===== config.mk =====
export PLATFORM = sky130hd
export DESIGN_NAME = psum_reduce_ctrl
export DESIGN_NICKNAME = d
export VERILOG_FILES = /design/src/rtl/psum_pkg.sv /design/src/rtl/col_sum_tree.sv /design/src/rtl/psum_reduce_ctrl.sv
export SDC_FILE = /design/constraint.sdc
export NUM_CORES = 1
export LEC_CHECK = 0
export CORE_UTILIZATION = 47
export DETAILED_ROUTE_END_ITERATION = 16
export GPL_ROUTABILITY_DRIVEN = 0
export MAX_ROUTING_LAYER = met4
export PLACE_DENSITY = 0.79
export SLEW_MARGIN = 0
export SYNTH_ARGS = -nofsm -noshare
export SYNTH_HDL_FRONTEND = slang
export SYNTH_SLANG_ARGS = --single-unit

===== constraint.sdc =====
create_clock -name clk -period 7.1 [get_ports clk]
set_input_delay 1.775 -clock clk [delete_from_list [all_inputs] [get_ports clk]]
set_output_delay 1.775 -clock clk [all_outputs]
set_load 0.005 [all_outputs]

===== src/rtl/psum_pkg.sv =====
// Shared definitions for the partial-sum reduction controller: FSM encoding
// and the width growth of the lane sum and the group accumulator.
package psum_pkg;

  typedef enum logic [1:0] {
    ST_IDLE = 2'd0,
    ST_ACC  = 2'd1,
    ST_HOLD = 2'd2
  } state_t;

  // 8 lanes add 3 bits; up to 16 vectors add 4 more
  localparam int LANE_GROW = 3;
  localparam int ACC_GROW  = 7;

  function automatic int lane_sum_w(input int bw_psum);
    return bw_psum + LANE_GROW;
  endfunction

  function automatic int acc_w(input int bw_psum);
    return bw_psum + ACC_GROW;
  endfunction

endpackage


===== src/rtl/col_sum_tree.sv =====
// Combinational sum of col signed lanes: carry-save compression of the
// sign-extended lanes followed by one carry-propagate add.
module col_sum_tree #(
  parameter int col    = 8,
  parameter int bw_in  = 20,
  parameter int bw_out = 23
) (
  input  logic [col-1:0][bw_in-1:0] lanes,
  output logic [bw_out-1:0]         sum
);

  logic [bw_out-1:0] ops [col];
  logic [bw_out-1:0] cs_s, cs_c, cs_t;

  generate
    for (genvar k = 0; k < col; k++) begin : g_ext
      assign ops[k] = {{(bw_out-bw_in){lanes[k][bw_in-1]}}, lanes[k]};
    end
  endgenerate

  // Wraparound in the sum/carry words is harmless: the true total fits bw_out
  always_comb begin
    cs_s = '0;
    cs_c = '0;
    cs_t = '0;
    for (int k = 0; k < col; k++) begin
      cs_t = cs_s ^ cs_c ^ ops[k];
      cs_c = ((cs_s & cs_c) | (cs_s & ops[k]) | (cs_c & ops[k])) << 1;
      cs_s = cs_t;
    end
    sum = cs_s + cs_c;
  end

endmodule


===== src/rtl/psum_reduce_ctrl.sv =====
// Reduces groups of 1..2^len_bw psum vectors to one signed total, with a
// registered lane-sum stage, a group accumulator and a held output.
module psum_reduce_ctrl
  import psum_pkg::*;
#(
  parameter int col     = 8,
  parameter int bw_psum = 20,
  parameter int len_bw  = 4
) (
  input  logic                       clk,
  input  logic                       reset,
  input  logic [len_bw-1:0]          cfg_len,
  input  logic                       flush,
  input  logic                       in_valid,
  output logic                       in_ready,
  input  logic [bw_psum*col-1:0]     in_data,
  output logic                       out_valid,
  input  logic                       out_ready,
  output logic [bw_psum+ACC_GROW-1:0] out_data,
  output logic                       busy
);

  localparam int SW = lane_sum_w(bw_psum);
  localparam int AW = acc_w(bw_psum);

  state_t state, state_nxt;

  logic [col-1:0][bw_psum-1:0] lanes;
  logic [SW-1:0]     lane_sum;
  logic [len_bw-1:0] len_q, cnt;
  logic              accept, first, last;
  logic              s1_vld, s1_first, s1_last;
  logic [SW-1:0]     s1_sum;
  logic [AW-1:0]     s1_ext, acc;

  assign lanes = in_data;

  col_sum_tree #(
    .col    (col),
    .bw_in  (bw_psum),
    .bw_out (SW)
  ) u_tree (
    .lanes (lanes),
    .sum   (lane_sum)
  );

  always_ff @(posedge clk) begin
    if (reset) state <= ST_IDLE;
    else       state <= state_nxt;
  end

  always_comb begin
    state_nxt = state;
    in_ready  = 1'b0;
    accept    = 1'b0;
    first     = 1'b0;
    last      = 1'b0;
    in_ready  = !reset && !flush && (state != ST_HOLD);
    accept    = in_valid && in_ready;
    case (state)
      ST_IDLE: if (accept) begin
        first     = 1'b1;
        last      = (cfg_len == '0);
        state_nxt = last ? ST_HOLD : ST_ACC;
      end
      ST_ACC: if (accept) begin
        // cnt holds accepts so far; this accept makes it len_q+1
        last = (cnt == len_q);
        if (last) state_nxt = ST_HOLD;
      end
      ST_HOLD: if (out_valid && out_ready) state_nxt = ST_IDLE;
      default: state_nxt = ST_IDLE;
    endcase
    if (flush) state_nxt = ST_IDLE;
  end

  assign s1_ext = {{(AW-SW){s1_sum[SW-1]}}, s1_sum};

  always_ff @(posedge clk) begin
    if (reset || flush) begin
      len_q     <= '0;
      cnt       <= '0;
      s1_vld    <= 1'b0;
      s1_first  <= 1'b0;
      s1_last   <= 1'b0;
      s1_sum    <= '0;
      acc       <= '0;
      out_valid <= 1'b0;
    end else begin
      if (accept) begin
        if (first) begin
          len_q <= cfg_len;
          cnt   <= len_bw'(1);
        end else begin
          cnt <= cnt + len_bw'(1);
        end
        if (last) cnt <= '0;
        s1_sum <= lane_sum;
      end
      s1_vld   <= accept;
      s1_first <= first;
      s1_last  <= last;
      if (s1_vld) acc <= s1_first ? s1_ext : acc + s1_ext;
      if (s1_vld && s1_last)         out_valid <= 1'b1;
      else if (out_valid && out_ready) out_valid <= 1'b0;
    end
  end

  assign out_data = acc;
  assign busy     = (state != ST_IDLE);

endmodule


==> results.tsv, run 1 <==
metric	value	unit
FP Rows	48	
final setup TNS	0	ns
drt first pass iters	5	
Worst-Margin Slew	0.5360	ns
Routed WL per cell	13.75	um
Adder-Cell Fraction of Synth Area	42.16	%
Crit Reg-Reg Endpoint	out_data[26]	
Area Overhead vs Synth	38.95	%
routed via count	6994	
status	finished clean	
Final Hold Fails	0	
Iter 0 DRT Violations	211	
Post-DRT Antenna Nets	0	
H-tree levels	3	
Hold Path Class	reg -> reg	
R2R cell count	11	
final setup fails	0	
Final Skew	0.005170	ns
WL final	18670	um
Setup CP Type	in -> reg	
RR Startpoint	out_data[0]	
gr ovfl total	0	
Die W	134.4	um
CTS tree	yes	
Async SR Flop Fraction	0	%
maximum root-to-sink buffer count	2	
crit path cell chain	clkdlybuf4s50_1, ha_1, fa_1, fa_1, fa_1, fa_1, inv_1, fa_1, fa_1, inv_1, ha_4, a2111oi_4, inv_1, o21ai_2, o21ai_2, o31ai_4, a21boi_0, o21a_1, o31ai_1	
Worst setup SP type	input pin	
relative slew slack	64.26	%
num ports	199	
Syn Inst Count	898	
DP Area	10720	um^2
fin crit share	98.00	%
fraction of synthesized area in multiplexers	1.702	%
EDFF count, synth	0	
CP peak stage delay	0.51	ns
Simple-Gate Fraction of Synth Area	10.68	%
Antenna Cells	0	
WP data required	7.34	ns
IO buf count	198	
syn nets	1268	
Max Slew Vio Count	0	
Peak VDD IR	0.6000	mV
Root Driver	clkbuf_16	
hold_ws	0.4559	ns
Synth Flop Type	dfxtp_1	
R2R setup slack	4.18	ns
largest family of logic cells by synthesized area	adder cells	
Worst-path clk slew	0.05	ns
hpwl dp	14930	um
Seq cells post-synth	64	
Core Box Area	17180	um^2
fin crit period	6.958	ns
number of buffers created by CTS	9	
Fmax	0.1437	GHz
largest net degree at the start of global routing	44	
total of max-cap violations	0	
hold path endpoint	out_valid	
Die ar.	18050	um^2
Fill cells	1373	
DRC	0	
Most Frequent Cell on Critical Path	fa_1	
total track usage	21.49	%
Nets	1498	
compound-gate portion of the synthesized area	16.58	%
Avg Synthesized Cell Area	9.168	um^2
Pwr Density	590.1	nW/um^2
register area share after synthesis	15.56	%
Die Ht	134.4	um
CP max-delay cell	fa_1	
cts hold-fix bufs	0	
Design Power	6751	uW
Yosys Warn Count	0	
initial antenna violation count	0	
CP Max Fanout	3	
hold path depth	2	
fraction of layout cells with a size suffix above 1	11.83	%
post-route cell area	11440	um^2
Vias/cell	5.150	
area share of xor/xnor cells in the synthesized design	5.000	%
clk_lat worst skew	0.32	ns
Worst Setup End Kind	flop	
P_leak	0.005110	uW
first-pass GRT wire length	30990	um
Non-Filler Instances	1358	
Hold Startpoint	s1_last	
count of different cell masters after synthesis	62	
Cell Count Post-Placement	1338	
Num Clock Sinks	64	
Syn Std Cell Area	8233	um^2
number of global-route vias before repair	7182	
Initial Utilization	47.93	%
Worst EP arrival	7.20	ns
[power breakdown]
part	leakage, uW	internal [uW]	switching, uW	total (uW)
Sequential	0.000519	394	27.1	421
Combinational	0.00445	3070	2840	5910
Clock	0.000138	269	151	420
Total	0.00511	3730	3020	6750
[Yosys cell counts (3+ instances only)]
library cell,n,share of area (%)
inv_1,157,7.2
fa_1,126,31
ha_1,75,11
dfxtp_1,64,16
a21oi_1,56,3.4
o21ai_0,51,3.1
nand2_1,47,2.1
nor2_1,45,2.1
nand3_1,30,1.8
xnor2_1,27,2.9
clkbuf_1,23,1.0
xor2_1,20,2.1
mux2i_1,14,1.7
nor3_1,14,0.85
o21a_1,14,1.3
a21o_1,12,1.1
a211oi_1,9,0.82
o211ai_1,9,0.82
o31ai_1,9,0.82
nand2b_1,8,0.61
nor2b_1,7,0.53
o21bai_1,7,0.64
a31oi_1,6,0.46
and3_1,6,0.46
o21ai_1,5,0.30
a31o_2,3,0.32
nand4_1,3,0.23
or2_2,3,0.23
[area by class of cell]
class / instances / area (um^2) / share of cell area [%]
multi-input cells: 652 / 6619 / 57.86
repair buffers: 244 / 2380 / 20.80
flip-flops and latches: 64 / 1281 / 11.20
inverters: 157 / 589.3 / 5.151
well taps: 225 / 281.5 / 2.461
clock buffers: 10 / 229.0 / 2.002
clock inverters: 6 / 60.06 / 0.5250
[registers in the layout, indices dropped and copies added, names as in the netlist]
signal	cells
out_data	27
s1_sum	23
cnt	4
len_q	4
state	2
out_valid	1
s1_first	1
s1_last	1
s1_vld	1
[cell families after synthesis]
| family | Yosys count |
|---|---|
| xor gates and xnor gates | 47 |
| AOI/OAI and AO/OA | 210 |
| adders and majority gates | 202 |
| and+or+nand+nor | 179 |
| muxes | 14 |
| DFF | 64 |
| buffers and inverters | 182 |
[worst max path at each step]
stage | from | end | slack (ns) | cells after the start
2_1_floorplan | in_data[1] | s1_sum[21] | 0.27 | 20
3_3_place_gp | in_data[7] | s1_sum[22] | -0.42 | 20
3_5_place_dp | in_data[7] | s1_sum[22] | -0.45 | 20
4_1_cts | in_data[6] | s1_sum[22] | -0.02 | 20
5_1_grt | in_data[7] | s1_sum[22] | -0.07 | 19
6_report | in_data[7] | s1_sum[20] | 0.14 | 19
[metrics by stage]
stage	utilization (%)	setup WS [ns]
after floorplan	-	0.2747
after global placement	62.41	-0.4171
after detailed placement	62.41	-0.4453
after CTS	64.63	-0.02455
after global routing	66.60	-0.07374
final	66.60	0.1422
[worst max-delay path: cells and delay by family]
family / cells / cell delay, ns
AOI/OAI and AO/OA: 7 / 1.42
adders and majority gates: 8 / 3.39
buffers and inverters: 4 / 0.61
[layout by cell type, fill, tap and decap left out, types with 20 or more instances in the layout]
master,count
clkdlybuf4s50_1,177
inv_1,147
fa_1,119
dfxtp_1,64
a21oi_1,54
ha_1,54
nand2_1,47
o21ai_0,47
nor2_1,44
buf_4,44
nand3_1,30
xnor2_1,27
xor2_1,20
[per-layer routing]
layer / track usage [%] / part of all wire (%) / vias up
met5: - / 0 / -
li1: - / - / 3442
met4: 4.307 / 1.5 / 0
met1: 24.70 / 39 / 3331
met2: 38.66 / 54 / 193
met3: 4.346 / 5.8 / 28
[timing repair]
action | 4_1_cts | 5_1_grt
pin swaps | 18 | 72
setup buffers | 2 | 3
gates resized for setup | 18 | 71
setup endpoints to repair | 3 | 8
hold endpoints to repair | 0 | 0
(Power assumes the default switching activity.)
==> run 2, diff against run 1 <==
Settings changed: CORE_UTILIZATION 47 to 39, PLACE_DENSITY 0.79 to 0.65.
Clock period 7.1 ns to 7.4 ns, I/O delays scaled along.
==> run 2 against run 1 <==
  * Clock power up 6.4%
  * Wire length decreased by 4.8%
  * Worst hold slack got worse by 0.0047 ns
  * Final area decreased by 3.3%
  * Register-to-register slack gained 0.25 ns
  * Global-route usage shrank 4.0 points
  * Via count fell by 2.7%
  * Critical path type unchanged
  * Critical endpoint is now s1_sum[22]
  * Largest cell class unchanged
  * Largest power group unchanged
==> results.tsv, run 2 (same netlist as run 1, synthesis figures left out) <==
metric	value	unit	change
Final Hold Fails	0		unchanged
crit path cell chain	clkdlybuf4s50_1, ha_1, fa_1, fa_1, fa_1, fa_1, inv_1, fa_1, fa_1, inv_1, ha_1, buf_4, a21oi_1, o21a_1, a2bb2oi_1, o21ai_2, o31ai_4, a2111oi_4, o21a_1, o31ai_1		was clkdlybuf4s50_1, ha_1, fa_1, fa_1, fa_1, fa_1, inv_1, fa_1, fa_1, inv_1, ha_4, a2111oi_4, inv_1, o21ai_2, o21ai_2, o31ai_4, a21boi_0, o21a_1, o31ai_1
Die W	147.3	um	was 134.4 um
Core Box Area	20490	um^2	was 17180 um^2
CP max-delay cell	fa_1		unchanged
R2R cell count	11		unchanged
number of global-route vias before repair	6823		was 7182
Hold Path Class	reg -> reg		unchanged
Max Slew Vio Count	0		unchanged
hold path endpoint	out_valid		unchanged
Nets	1483		was 1498
leading cell types in the layout, fill and taps excluded	198 x clkdlybuf4s50_1, 157 x inv_1, 125 x fa_1		was 177 x clkdlybuf4s50_1, 147 x inv_1, 119 x fa_1
fin crit share	96.77	%	
setup bufs post-CTS	0		was 2
Largest register FFs	27		unchanged
Worst setup SP type	input pin		unchanged
Die ar.	21690	um^2	was 18050 um^2
Worst EP arrival	7.41	ns	was 7.20 ns
H-tree levels	3		unchanged
Vias/cell	4.904		was 5.150
CTS tree	yes		unchanged
Worst-Margin Slew	0.5374	ns	was 0.5360 ns
routed via count	6807		was 6994
clk_lat worst skew	0.33	ns	was 0.32 ns
hold_ws	0.4512	ns	was 0.4559 ns
Die Ht	147.3	um	was 134.4 um
Worst-path clk slew	0.05	ns	about the same
RR Startpoint	s1_sum[0]		was out_data[0]
Crit Reg-Reg Endpoint	out_data[26]		unchanged
IO buf count	198		unchanged
Hold Startpoint	s1_last		unchanged
final setup TNS	0	ns	unchanged
Setup CP Type	in -> reg		unchanged
Initial Utilization	40.17	%	was 47.93%
Final Skew	0.003631	ns	was 0.005170 ns
first-pass GRT wire length	30240	um	was 30990 um
Iter 0 DRT Violations	189		was 211
Num Clock Sinks	64		unchanged
Peak VDD IR	0.4495	mV	was 0.6000 mV
DRC	0		unchanged
Pwr Density	508.3	nW/um^2	was 590.1 nW/um^2
Root Driver	clkbuf_16		unchanged
Most Frequent Cell on Critical Path	fa_1		unchanged
WL final	17790	um	was 18670 um
hold path depth	2		unchanged
status	finished clean		unchanged
Core Util, Final	53.99	%	was 66.60%
relative slew slack	64.17	%	was 64.26%
Fmax	0.1396	GHz	
drt first pass iters	6		was 5
number of buffers created by CTS	9		unchanged
Routed WL per cell	12.81	um	was 13.75 um
maximum root-to-sink buffer count	2		unchanged
CP Max Fanout	4		was 3
Post-DRT Antenna Nets	0		unchanged
total track usage	17.48	%	was 21.49%
hpwl dp	15000	um	was 14930 um
num ports	199		unchanged
R2R setup slack	4.43	ns	was 4.18 ns
total of max-cap violations	0		unchanged
CP peak stage delay	0.51	ns	about the same
Fill cells	1968		was 1373
Worst Setup End Kind	flop		unchanged
fraction of layout cells with a size suffix above 1	6.530	%	was 11.83%
Antenna Cells	0		unchanged
final setup fails	0		unchanged
gr ovfl total	0		unchanged
fin crit period	7.161	ns	
Area Overhead vs Synth	34.39	%	was 38.95%
initial antenna violation count	0		unchanged
WP data required	7.65	ns	was 7.34 ns
commonest non-fill, non-tap cell in the layout	clkdlybuf4s50_1		unchanged
FP Rows	52		was 48
RSZ-0062 raised after global routing	no		
largest net degree at the start of global routing	44		unchanged
P_leak	0.004890	uW	was 0.005110 uW
## run 2: changes by cell type in the layout (fill, tap and decap cells not counted), sizes merged
cell	change
clkdlybuf4s50	+21
dlymetal6s2s	-19
buf	-15
clkbuf	+4
clkinv	-2
clkinvlp	-2
dlygate4sd2	-2
## run 2: where the power goes
group	internal (uW)	total [uW]	switching, uW
Combinational	2370	4770	2410
Clock	297	447	150
Sequential	378	403	25.5
Total	3040	5620	2580
## run 2: area by class of cell
| cell class | instances | area [um^2] | area share [%] |
|---|---|---|---|
| Inverter | 157 | 589.3 | 5.326 |
| Timing Repair Buffer | 229 | 2215 | 20.02 |
| Clock inverter | 2 | 35.03 | 0.3166 |
| Clock buffer | 14 | 284.0 | 2.567 |
| Multi-Input combinational cell | 652 | 6322 | 57.14 |
| Tap cell | 270 | 337.8 | 3.053 |
| Sequential cell | 64 | 1281 | 11.58 |
## run 2: per-layer routing
metal	GRT usage [%]	wire (um)	up-vias
li1	-	-	3416
met1	21.58	7753	3235
met2	29.74	8937	144
met3	3.354	917	12
met4	3.402	178	0
met5	-	0	-
## run 2: what timing repair did
action	in CTS	in global routing
gates resized for setup	0	10
endpoints found under the setup margin	0	6
hold buffers	0	0
## run 2: per-stage QoR
stage	std cells	setup slack (ns)	total power, uW	area, um^2
finish	1388	0.2388	5624	11060
global route	1388	0.01958	6369	11060
CTS	1388	0.1335	5536	11010
detailed placement	1372	-0.1942	5061	10690
global placement	1372	-0.1207	5003	10690
floorplan	898	0.4997	3613	8233
## run 2: worst max path at each step
stage / from / endpoint / slack (ns) / cells after the start
detailed placement: in_data[6] / s1_sum[22] / -0.19 / 19
CTS: in_data[6] / s1_sum[22] / 0.13 / 19
global route: in_data[9] / s1_sum[22] / 0.02 / 20
global placement: in_data[7] / s1_sum[22] / -0.12 / 19
floorplan: in_data[1] / s1_sum[21] / 0.50 / 20
finish: in_data[11] / s1_sum[22] / 0.24 / 20
## run 2: critical path: cells and delay by family
| family | cells | cell delay [ns] |
|---|---|---|
| adders and majority gates | 8 | 3.45 |
| AOI/OAI and AO/OA | 8 | 1.46 |
| buffers and inverters | 4 | 0.64 |
==> run 3, diff against run 2 <==
Settings changed: PLACE_DENSITY 0.65 to 0.63, SKIP_CTS_REPAIR_TIMING set to 1.
==> run 3 against run 2 <==
  * Register-to-register slack improved by 0.04 ns
  * Clock-buffer cell count unchanged
  * Sequential power about the same
  * Worst hold slack improved by 0.0022 ns
  * Wire length decreased by 0.82%
  * Critical path depth unchanged
  * Sequential share of layout area decreased by 0.064 points
  * Total power increased by 0.87%
  * Flip-flop and latch count unchanged
==> results.tsv, run 3 (same netlist as run 1, synthesis figures left out) <==
metric	value	unit	change
num ports	199		unchanged
Peak VDD IR	0.4571	mV	was 0.4495 mV
first-pass GRT wire length	30880	um	was 30240 um
WL final	17640	um	was 17790 um
number of global-route vias before repair	6895		was 6823
final setup fails	0		unchanged
area of the multi-input gates	6349	um^2	was 6322 um^2
total track usage	17.88	%	was 17.48%
number of buffers created by CTS	9		unchanged
WP data required	7.65	ns	about the same
Core Util, Final	54.29	%	was 53.99%
relative slew slack	64.49	%	was 64.17%
commonest non-fill, non-tap cell in the layout	clkdlybuf4s50_1		unchanged
CTS tree	yes		unchanged
Antenna Cells	0		unchanged
IO buf count	198		unchanged
Worst-Margin Slew	0.5320	ns	was 0.5374 ns
met2 usage	31.34	%	was 29.74%
Max Slew Vio Count	0		unchanged
total of max-cap violations	0		unchanged
initial antenna violation count	0		unchanged
Non-Filler Instances	1392		was 1388
maximum root-to-sink buffer count	2		unchanged
fin crit period	7.174	ns	was 7.161 ns
CP Max Fanout	3		was 4
Fmax	0.1394	GHz	was 0.1396 GHz
Initial Utilization	40.17	%	unchanged
Cell Count Post-Placement	1375		was 1372
Worst EP arrival	7.43	ns	was 7.41 ns
drt first pass iters	4		was 6
hold_ws	0.4534	ns	was 0.4512 ns
P_leak	0.004929	uW	was 0.004890 uW
Routed WL per cell	12.67	um	was 12.81 um
status	finished clean		unchanged
Final Skew	0.004087	ns	was 0.003631 ns
Hold Path Class	reg -> reg		unchanged
Root Driver	clkbuf_16		unchanged
fin crit share	96.95	%	was 96.77%
clk_lat worst skew	0.33	ns	about the same
Post-DRT Antenna Nets	0		unchanged
Num Clock Sinks	64		unchanged
Largest register FFs	27		unchanged
CP Launch Point	in_data[7]		was in_data[11]
RR Startpoint	s1_sum[0]		unchanged
H-tree levels	3		unchanged
Area Overhead vs Synth	35.14	%	was 34.39%
RSZ-0062 raised after global routing	yes		was no
routed via count	6756		was 6807
leading cell types in the layout, fill and taps excluded	196 x clkdlybuf4s50_1, 157 x inv_1, 125 x fa_1		was 198 x clkdlybuf4s50_1, 157 x inv_1, 125 x fa_1
largest net degree at the start of global routing	44		unchanged
Vias/cell	4.853		was 4.904
final setup TNS	0	ns	unchanged
Hold Startpoint	s1_last		unchanged
Die ar.	21690	um^2	unchanged
fraction of layout cells with a size suffix above 1	7.308	%	was 6.530%
Die Ht	147.3	um	unchanged
Die W	147.3	um	unchanged
Top Usage Layer GRT	met2		unchanged
met1 Use GR	21.66	%	was 21.58%
FP Rows	52		unchanged
Setup CP Type	in -> reg		unchanged
Nets	1487		was 1483
Fill cells	1956		was 1968
sequential cell area	1281	um^2	unchanged
Core Box Area	20490	um^2	unchanged
Worst Setup End Kind	flop		unchanged
Worst-path clk slew	0.05	ns	about the same
gr ovfl total	0		unchanged
grt met3 use	3.230	%	was 3.354%
Iter 0 DRT Violations	217		was 189
Final Hold Fails	0		unchanged
Worst setup SP type	input pin		unchanged
DRC	0		unchanged
hpwl dp	15030	um	was 15000 um
Pwr Density	509.9	nW/um^2	was 508.3 nW/um^2
[run 3: worst max-delay path: stages]
cell,delay (ns)
clkdlybuf4s50_1,0.40
ha_1,0.31
fa_1,0.45
fa_1,0.51
fa_1,0.42
fa_1,0.49
inv_1,0.05
fa_1,0.44
fa_1,0.48
inv_1,0.04
ha_1,0.34
a2111oi_4,0.32
inv_1,0.09
o21ai_2,0.19
o21ai_2,0.12
o31ai_4,0.28
a2111oi_1,0.12
buf_4,0.15
o21a_1,0.17
o31ai_2,0.19
[run 3: layer usage]
metal	vias to the layer above	routed length (um)
li1	3432	-
met2	137	9064
met1	3177	7705
met5	-	0
met3	10	748
met4	0	123
[run 3: path summary, 6_finish.rpt]
path | slack [ns] | endpoint | cells after the start
max | 0.23 | s1_sum[22] | 20
max reg2reg | 4.47 | out_data[26] | 11
min reg2reg | 0.45 | out_valid | 2
min | 0.45 | out_valid | 2
[run 3: stage by stage]
stage	power (uW)	worst slack, ns	instance area, um^2
3_3_place_gp	5018	-0.2308	10720
2_1_floorplan	3613	0.4997	8233
5_1_grt	6457	-0.006476	11130
3_5_place_dp	5077	-0.2761	10720
6_report	5673	0.2260	11130
4_1_cts	5553	0.04972	11030
[run 3: final cells by class]
cell class | instances | share of cell area [%]
flip-flops and latches | 64 | 11.52
multi-input cells | 652 | 57.06
repair buffers | 233 | 20.22
inverters | 157 | 5.297
well taps | 270 | 3.036
clock buffers | 14 | 2.553
clock inverters | 2 | 0.3149
[run 3: where the power goes]
part	internal (uW)	switching [uW]
registers	378	24.9
logic	2430	2400
clock network	297	146
==> edit 1, RTL diff (settings of run 3) <==
Register the input `cfg_len` before use. The logic sees it one clock later. The other inputs are not delayed to match.
--- a/src/rtl/psum_reduce_ctrl.sv
+++ b/src/rtl/psum_reduce_ctrl.sv
@@ -22,6 +22,12 @@
 
   localparam int SW = lane_sum_w(bw_psum);
   localparam int AW = acc_w(bw_psum);
+
+  logic [len_bw-1:0] cfg_len_q;
+
+  always_ff @(posedge clk) begin
+    cfg_len_q <= cfg_len;
+  end
 
   state_t state, state_nxt;
 
@@ -60,7 +66,7 @@
     case (state)
       ST_IDLE: if (accept) begin
         first     = 1'b1;
-        last      = (cfg_len == '0);
+        last      = (cfg_len_q == '0);
         state_nxt = last ? ST_HOLD : ST_ACC;
       end
       ST_ACC: if (accept) begin
@@ -89,7 +95,7 @@
     end else begin
       if (accept) begin
         if (first) begin
-          len_q <= cfg_len;
+          len_q <= cfg_len_q;
           cnt   <= len_bw'(1);
         end else begin
           cnt <= cnt + len_bw'(1);
Check against the original RTL: not equivalent (Yosys sat finds a counterexample within 4 cycles, from zero or initial values).
==> edit 1 against run 3 <==
- critical path depth rose by 2
- setup slack worse by 0.064 ns
- cell area increased by 1.0%
- synthesized area decreased by 0.81%
- synthesized cell count decreased by 0.33%
- register-to-register slack worse by 0.40 ns
- total power increased by 1.7%
- routed wire length rose by 1.9%
- non-clock buffer count unchanged
- sequential cell count grew 4
- largest cell class unchanged
- largest power group unchanged
==> edit 1: results (changes against run 3) <==
Status
  • Status: finished clean

Finish
  • Max reg flops: 27 (unchanged)
  • Layout cell share with drive strength beyond 1: 8.81% (+1.5 points)
  • Final #Nets: 1489 (+0.13%)

Detailed routing
  • Pre-antenna DRT Iters: 4 (unchanged)
  • Initial DRC Count: 241 (+11%)
  • Drt via density: 4.89 (+0.79%)
  • Drt total wl: 18.0 mm (+1.9%)

Logic synthesis
  • Seq/Total Area, Yosys: 16.7% (+1.1 points)
  • Post-synth top cells: inv_1 (160), fa_1 (126), ha_1 (75)
  • Synth area leaders: fa_1 (31%), dfxtp_1 (17%), ha_1 (11%)
  • Net count after synthesis: 1265 (-0.24%)
  • Netlist cell types: 53 (-15%)
  • Synth Warn #: 0 (unchanged)
  • Top FF cell, synth: dfxtp_1
  • Synth top area share: 30.9% (+0.25 points)
  • Async SR Flop Fraction: 0% (unchanged)

Critical path
  • Critical Path End: s1_sum[17]$_SDFFE_PP0P_
  • Reg-to-reg slack, setup: 4.07 ns (-0.40 ns)
  • R2r startpoint: out_data[0]$_SDFFE_PP0P_
  • CP Data Required Time: 7.68 ns (+0.03 ns)
  • R2R depth: 12 (+1)
  • Worst-path maximum fanout: 3 (unchanged)
  • CP startpoint: in_data[0]
  • Worst r2r dst: out_data[26]$_SDFFE_PP0P_

Power and ir drop
  • VDD IR max: 0.471 mV (+3.0%)
  • Pleak: 4.99 nW (+1.3%)

Global route
  • Vias in the first global route: 6793 (-1.5%)
  • Tot GR Track Use: 17.8% (-0.098 points)
  • First-pass GRT wire length: 30.6 mm (-1.0%)
  • Initial antenna violation count: 0 (unchanged)
  • Largest net degree at the start of global routing: 47 (+6.8%)

Timing
  • Fin Setup TNS: 0 ns (unchanged)
  • Relative slew slack: 54.4% (-10 points)
  • Worst Skew: 0.00561 ns (+0.00152 ns)
  • Endpoints failing hold: 0 (unchanged)

Clock network
  • CTS Buf Count: 9 (unchanged)
  • Root buf cell: clkbuf_16

Placed design
  • IO Port Bufs: 198 (unchanged)
  • Dpl hpwl: 14.9 mm (-0.64%)

Hold path
  • HP Class: reg2reg
[edit 1: area by class of cell]
class | instances | area (µm²)
Multi-Input combinational cell | 646 | 6320
Clock inverter | 6 | 113
Timing Repair Buffer | 233 | 2270
Clock buffer | 10 | 229
Sequential cell | 68 | 1360
Fill cell | 1859 | 9130
Tap cell | 270 | 338
Inverter | 161 | 604
[edit 1: how the worst min path moves through the flow]
stage	startpoint	end	slack, ns	depth (start not counted)
final	s1_last$_SDFF_PP0_	out_valid$_SDFFE_PP0P_	0.45	2
after global routing	s1_last$_SDFF_PP0_	out_valid$_SDFFE_PP0P_	0.47	2
after CTS	s1_last$_SDFF_PP0_	out_valid$_SDFFE_PP0P_	0.45	2
after detailed placement	s1_last$_SDFF_PP0_	out_valid$_SDFFE_PP0P_	0.44	2
after global placement	s1_last$_SDFF_PP0_	out_valid$_SDFFE_PP0P_	0.44	2
after floorplan	s1_last$_SDFF_PP0_	out_valid$_SDFFE_PP0P_	0.43	2
[edit 1: layer usage]
layer | vias up | part of all wire [%] | routed length (µm) | GRT usage (%)
li1 | 3434 | - | - | -
met4 | 0 | 1.3 | 229 | 4.43
met1 | 3240 | 44 | 7910 | 21.7
met2 | 131 | 51 | 9160 | 30.7
met3 | 14 | 3.8 | 678 | 2.83
met5 | - | 0 | 0 | -
[edit 1: cell families (layout without fill, tap and decap cells)]
| group | Yosys count | after routing | synth area share, % |
|---|---|---|---|
| buffers and inverters | 181 | 410 | 8.32 |
| flip-flops | 68 | 68 | 16.7 |
| XOR/XNOR | 40 | 40 | 4.29 |
| AND/OR/NAND/NOR | 188 | 188 | 11.2 |
| AO/OA/AOI/OAI | 206 | 206 | 15.7 |
| adder cells (fa/ha/maj) | 202 | 202 | 42.5 |
| multiplexers | 10 | 10 | 1.29 |
[edit 1: metrics by stage]
stage | std cells | area, µm² | setup WS (ns)
6_report | 1394 | 11200 | 0.162
5_1_grt | 1394 | 11200 | -0.115
4_1_cts | 1393 | 11000 | -0.149
3_5_place_dp | 1377 | 10700 | -0.455
3_3_place_gp | 1377 | 10700 | -0.388
2_1_floorplan | 895 | 8170 | 0.214
[edit 1: critical path, stage by stage]
cell             delay, ns
clkdlybuf4s50_1       0.46
ha_2                  0.17
fa_1                  0.43
fa_1                  0.50
fa_1                  0.53
inv_2                 0.04
fa_1                  0.47
fa_1                  0.55
fa_1                  0.44
inv_2                 0.08
ha_4                  0.13
inv_2                 0.03
fa_2                  0.36
nor2b_2               0.13
o21ai_2               0.08
a21boi_2              0.20
o21ai_4               0.11
a21oi_2               0.19
and2_4                0.18
o21ai_2               0.05
a2111oi_2             0.37
a31o_2                0.15
[edit 1: where the power goes]
part	internal, mW	switching [mW]
clock	0.330	0.168
sequential	0.398	0.0229
combinational	2.46	2.39
==> edit 2, RTL diff (config.mk and constraints of run 3) <==
Made on the original files. The parameter `len_bw` goes from 4 to 8.
--- a/src/rtl/psum_reduce_ctrl.sv
+++ b/src/rtl/psum_reduce_ctrl.sv
@@ -5,7 +5,7 @@
 #(
   parameter int col     = 8,
   parameter int bw_psum = 20,
-  parameter int len_bw  = 4
+  parameter int len_bw  = 8
 ) (
   input  logic                       clk,
   input  logic                       reset,
Interface: changed (resized cfg_len); port bits go from 199 to 203. No check against the original RTL was run, so the function may have changed too.
==> edit 2 against run 3 <==
- critical path depth decreased by 1
- sequential cell count is 8 higher
- setup slack got worse by 0.021 ns
- total power shrank 1.9%
- clock power is 8.1% higher
- synthesized area grew 5.0%
- cell area rose by 3.8%
- routed wire length up 9.3%
- final cell count is 2.8% higher
- highest routed layer unchanged
- maximum frequency down 0.29%
==> edit 2: results (changes against run 3) <==
Status
  • Status: finished clean

Critical path
  • Critical Path End: s1_sum[21]$_SDFFE_PP0P_
  • Arr. time, crit path: 7.41 ns (-0.02 ns)
  • Reg-to-reg slack, setup: 4.71 ns (+0.24 ns)

Power and ir drop
  • P_int: 3.11 mW (+0.18%)
  • Sw Share: 44.2% (-1.2 points)
  • Reg power frac: 8.0% (+0.9 points)
  • Pleak: 5.11 nW (+3.7%)
  • VDD IR max: 0.413 mV (-9.6%)

Detailed routing
  • Drt wl/cell: 13.5 µm (+6.3%)
  • Met1 WL: 8.14 mm (+5.6%)
  • Drt via density: 4.97 (+2.4%)
  • Drt total wl: 19.3 mm (+9.3%)

Timing
  • Worst-Margin Slew: 0.662 ns (+0.130 ns)
  • Hold Slack: 0.457 ns (+0.00375 ns)
  • Worst Skew: 0.0108 ns (+0.00670 ns)

Logic synthesis
  • Post-synth top cells: inv_1 (149), fa_1 (126), ha_1 (75)
  • Netlist cell types: 74 (+19%)
  • Syn Inst Count: 930 (+3.6%)
  • Synth area leaders: fa_1 (29%), dfxtp_1 (17%), ha_1 (11%)
  • Seq/Total Area, Yosys: 16.7% (+1.1 points)

Finish
  • Layout cell share with drive strength beyond 1: 6.52% (-0.79 points)
  • Multi-input logic area: 6590 µm² (+3.8%)

Placed design
  • Dpl hpwl: 16.0 mm (+6.4%)
  • IO Port Bufs: 202 (+2.0%)
  • Post-placement setup slack: -0.319 ns (-0.0432 ns)

Global route
  • Tot GR Track Use: 17.7% (-0.18 points)
edit 2: changes by cell type after synthesis, sizes merged, moves of 7 or more:
cell and change:
nand3 -8, dfxtp +8, a21o +10, o21ai -7, inv -8, xnor2 +9
a21oi -8, nor2 +8
edit 2: cell type report:
| class | instances | area share [%] |
|---|---|---|
| inverters | 149 | 4.84 |
| well taps | 280 | 3.03 |
| clock inverters | 7 | 0.878 |
| multi-input cells | 681 | 57.1 |
| clock buffers | 9 | 1.95 |
| repair buffers | 233 | 19.7 |
| flip-flops and latches | 72 | 12.5 |
edit 2: kinds of logic (layout without fill, tap and decap cells):
family	Yosys count	count (layout)	share of synthesized area, %
xor+xnor	54	54	5.47
buf+inv	177	398	7.71
fa+ha+maj	202	202	40.2
flops	72	72	16.7
compound gates	211	211	16.1
simple gates	195	195	11.7
mux	19	19	2.20
edit 2: layer usage:
metal / up-vias / GRT usage, %
met5: - / -
met4: 0 / 1.85
met3: 7 / 3.40
met2: 130 / 31.7
met1: 3406 / 21.2
li1: 3570 / -
